$ cat src/rtl/ui_pkg.sv
// Shared definitions for the UI mode controller and its helpers.
package ui_pkg;

  // Mode encodings, also driven directly onto o_mode.
  typedef enum logic [1:0] {
    StRun   = 2'd0,
    StHold  = 2'd1,
    StEdit  = 2'd2,
    StClear = 2'd3
  } ui_mode_e;

  // Default timing for a 24 MHz system clock.
  localparam int unsigned CLK_DIV_1MS_DEF = 24000;
  localparam int unsigned TIMEOUT_MS_DEF  = 10000;
  localparam int unsigned BLINK_MS_DEF    = 250;

  // The single button event accepted in a cycle.
  typedef enum logic [2:0] {
    EvNone,
    EvALong,
    EvAShort,
    EvBLong,
    EvBShort
  } ui_ev_e;

  // Highest-priority press wins; everything else in that cycle is dropped.
  function automatic ui_ev_e ui_pick_event(input logic a_long, input logic a_short,
                                           input logic b_long, input logic b_short);
    if (a_long) return EvALong;
    if (a_short) return EvAShort;
    if (b_long) return EvBLong;
    if (b_short) return EvBShort;
    return EvNone;
  endfunction

endpackage

$ cat src/rtl/ms_tick.sv
// Free-running 1 ms enable generator: one-cycle tick every Div clocks.
module ms_tick #(
  parameter int unsigned Div = 24000
) (
  input  logic clk_i,
  input  logic rst_ni,
  output logic tick_o
);

  localparam int unsigned CntW = (Div > 1) ? $clog2(Div) : 1;
  localparam logic [CntW-1:0] CntMax = CntW'(Div - 1);

  logic [CntW-1:0] cnt_q, cnt_d;

  // Wrap at Div-1 so the period is exactly Div cycles.
  always_comb begin
    cnt_d = (cnt_q == CntMax) ? '0 : cnt_q + CntW'(1);
  end

  // Prescaler register.
  always_ff @(posedge clk_i or negedge rst_ni) begin
    if (!rst_ni) begin
      cnt_q <= '0;
    end else begin
      cnt_q <= cnt_d;
    end
  end

  assign tick_o = (cnt_q == CntMax);

endmodule

$ cat src/rtl/ui_mode_ctrl.sv
// Two-button UI mode controller: run/hold browsing, filter address edit, buffer clear.
module ui_mode_ctrl
  import ui_pkg::*;
#(
  parameter int unsigned CLK_DIV_1MS = CLK_DIV_1MS_DEF,
  parameter int unsigned TIMEOUT_MS  = TIMEOUT_MS_DEF,
  parameter int unsigned BLINK_MS    = BLINK_MS_DEF
) (
  input  logic       i_clk,
  input  logic       i_res_n,
  input  logic       i_a_short,
  input  logic       i_a_long,
  input  logic       i_b_short,
  input  logic       i_b_long,
  input  logic [9:0] i_buf_count,
  output logic [1:0] o_mode,
  output logic       o_capture_en,
  output logic       o_clear,
  output logic [9:0] o_view_idx,
  output logic       o_filter_en,
  output logic [6:0] o_filter_addr,
  output logic       o_blink
);

  localparam int unsigned IdleW  = $clog2(TIMEOUT_MS + 1);
  localparam int unsigned BlinkW = $clog2(BLINK_MS + 1);
  localparam logic [IdleW-1:0]  IdleLast  = IdleW'(TIMEOUT_MS - 1);
  localparam logic [BlinkW-1:0] BlinkLast = BlinkW'(BLINK_MS - 1);

  ui_mode_e          mode_q, mode_d;
  logic              capture_en_q, capture_en_d;
  logic              clear_q, clear_d;
  logic [9:0]        view_idx_q, view_idx_d;
  logic              filter_en_q, filter_en_d;
  logic [6:0]        filter_addr_q, filter_addr_d;
  logic [6:0]        edit_addr_q, edit_addr_d;
  logic              blink_q, blink_d;
  logic [IdleW-1:0]  idle_cnt_q, idle_cnt_d;
  logic [BlinkW-1:0] blink_cnt_q, blink_cnt_d;

  logic       tick;
  ui_ev_e     ev;
  logic [9:0] last_idx;
  logic [10:0] idx_inc;
  logic [9:0] idx_wrap;

  ms_tick #(
    .Div(CLK_DIV_1MS)
  ) u_ms_tick (
    .clk_i (i_clk),
    .rst_ni(i_res_n),
    .tick_o(tick)
  );

  assign ev       = ui_pick_event(i_a_long, i_a_short, i_b_long, i_b_short);
  assign last_idx = (i_buf_count == '0) ? '0 : i_buf_count - 10'd1;
  // Extra bit so the wrap compare also works at the 1023 boundary.
  assign idx_inc  = {1'b0, view_idx_q} + 11'd1;
  assign idx_wrap = (idx_inc >= {1'b0, i_buf_count}) ? '0 : idx_inc[9:0];

  // Next-state and registered-output computation.
  always_comb begin
    mode_d        = mode_q;
    capture_en_d  = capture_en_q;
    clear_d       = 1'b0;
    view_idx_d    = view_idx_q;
    filter_en_d   = filter_en_q;
    filter_addr_d = filter_addr_q;
    edit_addr_d   = edit_addr_q;
    blink_d       = blink_q;
    idle_cnt_d    = idle_cnt_q;
    blink_cnt_d   = blink_cnt_q;

    unique case (mode_q)
      StRun: begin
        unique case (ev)
          EvALong:  mode_d = StClear;
          EvAShort: begin
            mode_d       = StHold;
            capture_en_d = 1'b0;
          end
          EvBLong: begin
            mode_d      = StEdit;
            edit_addr_d = filter_addr_q;
            blink_d     = 1'b1;
          end
          EvBShort: filter_en_d = ~filter_en_q;
          default: ;
        endcase
      end
      StHold: begin
        unique case (ev)
          EvALong:  mode_d = StClear;
          EvAShort: mode_d = StRun;
          EvBLong:  view_idx_d = '0;
          EvBShort: view_idx_d = idx_wrap;
          default: ;
        endcase
      end
      StEdit: begin
        // Any accepted press restarts the idle timeout.
        if (ev != EvNone) begin
          idle_cnt_d = '0;
        end else if (tick) begin
          if (idle_cnt_q == IdleLast) begin
            mode_d = StRun;
          end else begin
            idle_cnt_d = idle_cnt_q + IdleW'(1);
          end
        end
        if (tick) begin
          if (blink_cnt_q == BlinkLast) begin
            blink_d     = ~blink_q;
            blink_cnt_d = '0;
          end else begin
            blink_cnt_d = blink_cnt_q + BlinkW'(1);
          end
        end
        unique case (ev)
          EvALong:  mode_d = StRun;
          EvAShort: edit_addr_d = edit_addr_q + 7'd16;
          EvBLong: begin
            mode_d        = StRun;
            filter_addr_d = edit_addr_q;
            filter_en_d   = 1'b1;
          end
          EvBShort: edit_addr_d = edit_addr_q + 7'd1;
          default: ;
        endcase
      end
      StClear: mode_d = StRun;
      default: mode_d = StRun;
    endcase

    // Output values that depend only on the mode being entered.
    if (mode_d == StRun) begin
      view_idx_d   = last_idx;
      capture_en_d = 1'b1;
    end
    if (mode_d == StClear) begin
      view_idx_d = '0;
      clear_d    = 1'b1;
    end
    if (mode_d != StEdit) begin
      blink_d     = 1'b0;
      idle_cnt_d  = '0;
      blink_cnt_d = '0;
    end
  end

  // State and output registers.
  always_ff @(posedge i_clk or negedge i_res_n) begin
    if (!i_res_n) begin
      mode_q        <= StRun;
      capture_en_q  <= 1'b1;
      clear_q       <= 1'b0;
      view_idx_q    <= '0;
      filter_en_q   <= 1'b0;
      filter_addr_q <= '0;
      edit_addr_q   <= '0;
      blink_q       <= 1'b0;
      idle_cnt_q    <= '0;
      blink_cnt_q   <= '0;
    end else begin
      mode_q        <= mode_d;
      capture_en_q  <= capture_en_d;
      clear_q       <= clear_d;
      view_idx_q    <= view_idx_d;
      filter_en_q   <= filter_en_d;
      filter_addr_q <= filter_addr_d;
      edit_addr_q   <= edit_addr_d;
      blink_q       <= blink_d;
      idle_cnt_q    <= idle_cnt_d;
      blink_cnt_q   <= blink_cnt_d;
    end
  end

  assign o_mode        = mode_q;
  assign o_capture_en  = capture_en_q;
  assign o_clear       = clear_q;
  assign o_view_idx    = view_idx_q;
  assign o_filter_en   = filter_en_q;
  assign o_filter_addr = filter_addr_q;
  assign o_blink       = blink_q;

endmodule
$ cat config.mk
export PLATFORM = sky130hd
export DESIGN_NAME = ui_mode_ctrl
export DESIGN_NICKNAME = d
export VERILOG_FILES = /design/src/rtl/ui_pkg.sv /design/src/rtl/ms_tick.sv /design/src/rtl/ui_mode_ctrl.sv
export SDC_FILE = /design/constraint.sdc
export NUM_CORES = 1
export LEC_CHECK = 0
export ABC_AREA = 1
export CAP_MARGIN = 5
export CORE_MARGIN = 2
export CORE_UTILIZATION = 50
export DETAILED_ROUTE_END_ITERATION = 6
export GPL_ROUTABILITY_DRIVEN = 0
export PLACE_DENSITY = 0.68
export SKIP_CTS_REPAIR_TIMING = 1
export SLEW_MARGIN = 20
export SYNTH_ARGS = -nofsm -noshare
export SYNTH_HDL_FRONTEND = slang
export SYNTH_SLANG_ARGS = --single-unit
$ cat constraint.sdc
create_clock -name i_clk -period 2.9 [get_ports i_clk]
set_input_delay 0.29 -clock i_clk [delete_from_list [all_inputs] [get_ports i_clk]]
set_output_delay 0.29 -clock i_clk [all_outputs]
set_load 0.01 [all_outputs]
==> impl_results.md <==
* Maximum clock frequency at 0.373 GHz
* Die height at 100 µm
* Register area at between 1500 and 2000 µm²
* Slew at the pin closest to its max-slew limit at between 700 and 800 ps
* Slowest cell delay on critical path at between 400 and 500 ps
* CP max FO at 19
* I/O pin total at 39
* Initial antenna violation count at 0
* Netlist cell types at 46
* Global-route wire length before repair at roughly 18000 µm
* Cell family with most CP delay: simple AND/OR/NAND/NOR gates
* Post-DR wirelength/cell at around 13 µm
* CP dominant cell by count: nand2_1
* Final cell count without fillers at 800
* CP startpoint kind: register
* Period utilisation layout at about 92%
* CP max stage cell: dfrtp_1
* Post-Syn Area per Cell at 7.29 µm²
* Via count at 4189
* Syn. warnings at 0
* Leak at 0.00265 µW
* Layout cells sized above 1 at ~12%
* Root Driver: clkbuf_8
* Syn-to-layout area delta at 16.8%
* Share of the yosys chip area belonging to registers at 36.2%
* Min cycle time layout at ~2700 ps
* Area occupied by multi-input gates at around 2600 µm²
* Final setup vio count at 0
* Global route overflow at 0
* Mapped Nets at ~670
* Worst path arrival time at between 2000 and 3000 ps
* CTS buffer count at 9
* Vias in the first global route at 4047
* Clock Path Buffers at 2
* Switching Fraction at 43.9%
* Detail Route Antenna Nets at 0
* Core footprint at about 9000 µm²
* Skew-Pair Late Insertion Delay at about 340 ps
* Final Hold Fails at 0
* Buffers and inverters on the worst path at 2
* Post-synth ARST share at between 90% and 100%
* Max-cap violations at 0
* RSZ-0062 raised after global routing: no
* Vias/cell at around 5.2
* Largest net degree at the start of global routing at 37
* Power share of the combinational group at between 40 and 50%
* DRT iter0 DRCs at 210
* Power Dens Cells at ~770 nW/µm²
* GRT Util Overall at between 20% and 30%
* Die width at 100 µm
* Initial core utilization at between 50% and 60%
* Routed WL at about 11000 µm
* Peak supply drop at 0.000315 V
* CP cell instances: ha_2 > nand2_1 > inv_1 > nand2_1 > nor2_1 > nand3_1 > o21ai_0 > a21oi_2 > ha_1 > buf_4 > nand4_2 > nand3_4 > nand2_1 > o21ai_2
* Mapped Cells at 636
* Synthesized area at around 4600 µm²
* Flop pwr share at between 30% and 40%
* Drt drc at 0
* Final setup TNS at 0 ps
* Class of the worst hold path: in -> async
* WS Path Type: reg -> reg
* Net switching power figure at ~1800 µW
* Ant diodes at 0
* Crit. End Element: register
* Internal Power at 2330 µW
* Final #Nets at 721
* Dpl hpwl at ~7700 µm
* CTS tree: yes
* H-Tree Depth at 3
* CTS clk-pin slew, worst paths at around 90 ps
* Setup Skew at between 15 and 20 ps
* # clock sinks at between 60 and 70
* Outcome: completed
* Die area at slightly above 10000 µm²
* Relative slew slack at roughly half
* FP Rows at 35
* DRT Pass-1 Iters at 5
* Max Transition Viols Final at 0
* Post-synth EDFFs at 0
* Port bufs at 38
* Post-synth top flop: dfrtp_1
* #FFs+latches synth at 67
* Required time worst endpoint at approximately 3100 ps
* Filler cell count at roughly 840
* Clock power frac at a little over a fifth
* DP Cell Count at 783
## registers in the layout, indices dropped and copies added (netlist names), 2 cells and up
register         count
o_filter_addr        7
u_ms_tick.cnt_q     15
idle_cnt_q          14
o_mode               2
o_view_idx          10
blink_cnt_q          8
edit_addr_q          7
## cells in the mapped netlist, types with 2 or more instances
cell        n  area share (%)
a21oi_1    30             3.2
a22oi_1     3            0.49
buf_2       4            0.43
buf_6       3            0.73
clkbuf_1    4            0.32
dfrtp_1    66              36
ha_1       21             5.7
inv_1      82             6.6
inv_2       6            0.49
nand2_1   174              14
nand2_2    13             1.8
nand3_1    35             3.8
nand3b_1    4            0.65
nand4_1    23             3.1
nor2_1     55             4.4
nor2_2      2            0.27
nor3_1     14             1.5
nor3_2      4            0.86
nor3b_2     2            0.54
o21ai_0    25             2.7
o21ai_1     5            0.54
o21ai_2    14             2.6
o21bai_1    2            0.32
o22ai_1     3            0.40
o31ai_1     3            0.49
or2_2       4            0.54
xnor2_1     3            0.57
xor2_1     14             2.6
## logic make-up (layout without fill, tap and decap cells)
group,count (synthesis),count (layout),synth area share [%]
simple gates,337,338,33.8
mux,1,1,0.216
flops,67,67,36.2
compound gates,92,92,12.2
buf+inv,101,153,8.76
xor+xnor,17,17,3.21
fa+ha+maj,21,21,5.66
## power groups by stage
stage | Combinational, µW | Sequential, µW | Clock, µW
after global placement | 1890 | 1300 | 0
after floorplan | 1300 | 1310 | 0
after global routing | 2260 | 1310 | 944
after detailed placement | 1930 | 1300 | 0
final | 1990 | 1280 | 881
after CTS | 1940 | 1280 | 895
## layout by cell type (no fill, tap or decap), types with 3 or more instances in the layout
cell | netlist | layout
ha_1 | 21 | 20
nand3b_1 | 4 | 4
nor2_1 | 55 | 55
or2_2 | 4 | 4
o21ai_0 | 25 | 25
nand3_1 | 35 | 35
nor3_1 | 14 | 14
xnor2_1 | 3 | 3
o31ai_1 | 3 | 3
dfrtp_1 | 66 | 65
inv_1 | 82 | 82
o21ai_1 | 5 | 5
o21ai_2 | 14 | 14
nand2_2 | 13 | 13
o22ai_1 | 3 | 3
clkbuf_8 | 0 | 9
nand2_1 | 174 | 173
clkdlybuf4s50_1 | 0 | 37
nand4_1 | 23 | 23
xor2_1 | 14 | 14
nor3_2 | 4 | 4
a22oi_1 | 3 | 3
a21oi_1 | 30 | 29
inv_2 | 6 | 6
buf_4 | 0 | 9
## layout make-up
class | count | area share, %
sequential | 67 | 31.0
inverter | 89 | 6.16
tap | 111 | 2.56
multi-input combinational | 469 | 47.7
clock inverter | 6 | 1.66
clock buffer | 10 | 2.36
timing repair buffer | 48 | 8.54
## worst paths after layout
kind | cells after the start | startpoint | slack [ps] | end
worst min register to register | 1 | u_ms_tick.cnt_q[0]$_DFF_PN0_ | 460 | u_ms_tick.cnt_q[0]$_DFF_PN0_
max in group asynchronous | 2 | i_res_n | 2160 | o_capture_en$_DFFE_PN1P_
worst max-delay path | 14 | idle_cnt_q[0]$_DFFE_PN0P_ | 220 | idle_cnt_q[2]$_DFFE_PN0P_
min in group i_clk | 1 | u_ms_tick.cnt_q[0]$_DFF_PN0_ | 460 | u_ms_tick.cnt_q[0]$_DFF_PN0_
worst min-delay path | 1 | i_res_n | 6 | edit_addr_q[5]$_DFFE_PN0P_
worst max register to register | 14 | idle_cnt_q[0]$_DFFE_PN0P_ | 220 | idle_cnt_q[2]$_DFFE_PN0P_
## layer usage
layer / track usage (%) / vias up / wire length, µm
met2: 36.0 / 73 / 5020
li1: - / 2170 / -
met5: 0 / - / 0
met3: 3.62 / 7 / 348
met1: 31.5 / 1939 / 5270
met4: 6.74 / 0 / 79
## metrics by stage
| step | cell area, µm² | util, % | hold slack, ps | power (µW) | setup WS [ps] |
|---|---|---|---|---|---|
| detailed placement | 5170 | 56.7 | 418 | 3230 | 54.5 |
| finish | 5420 | 59.5 | 6.43 | 4150 | 221 |
| CTS | 5390 | 59.1 | 36.8 | 4120 | 73.9 |
| global placement | 5170 | 56.7 | 403 | 3190 | 165 |
| global route | 5420 | 59.5 | 65.3 | 4510 | 32.6 |
| floorplan | 4640 | - | -5.59 | 2610 | 338 |
Power figures use the tool's default switching activity.
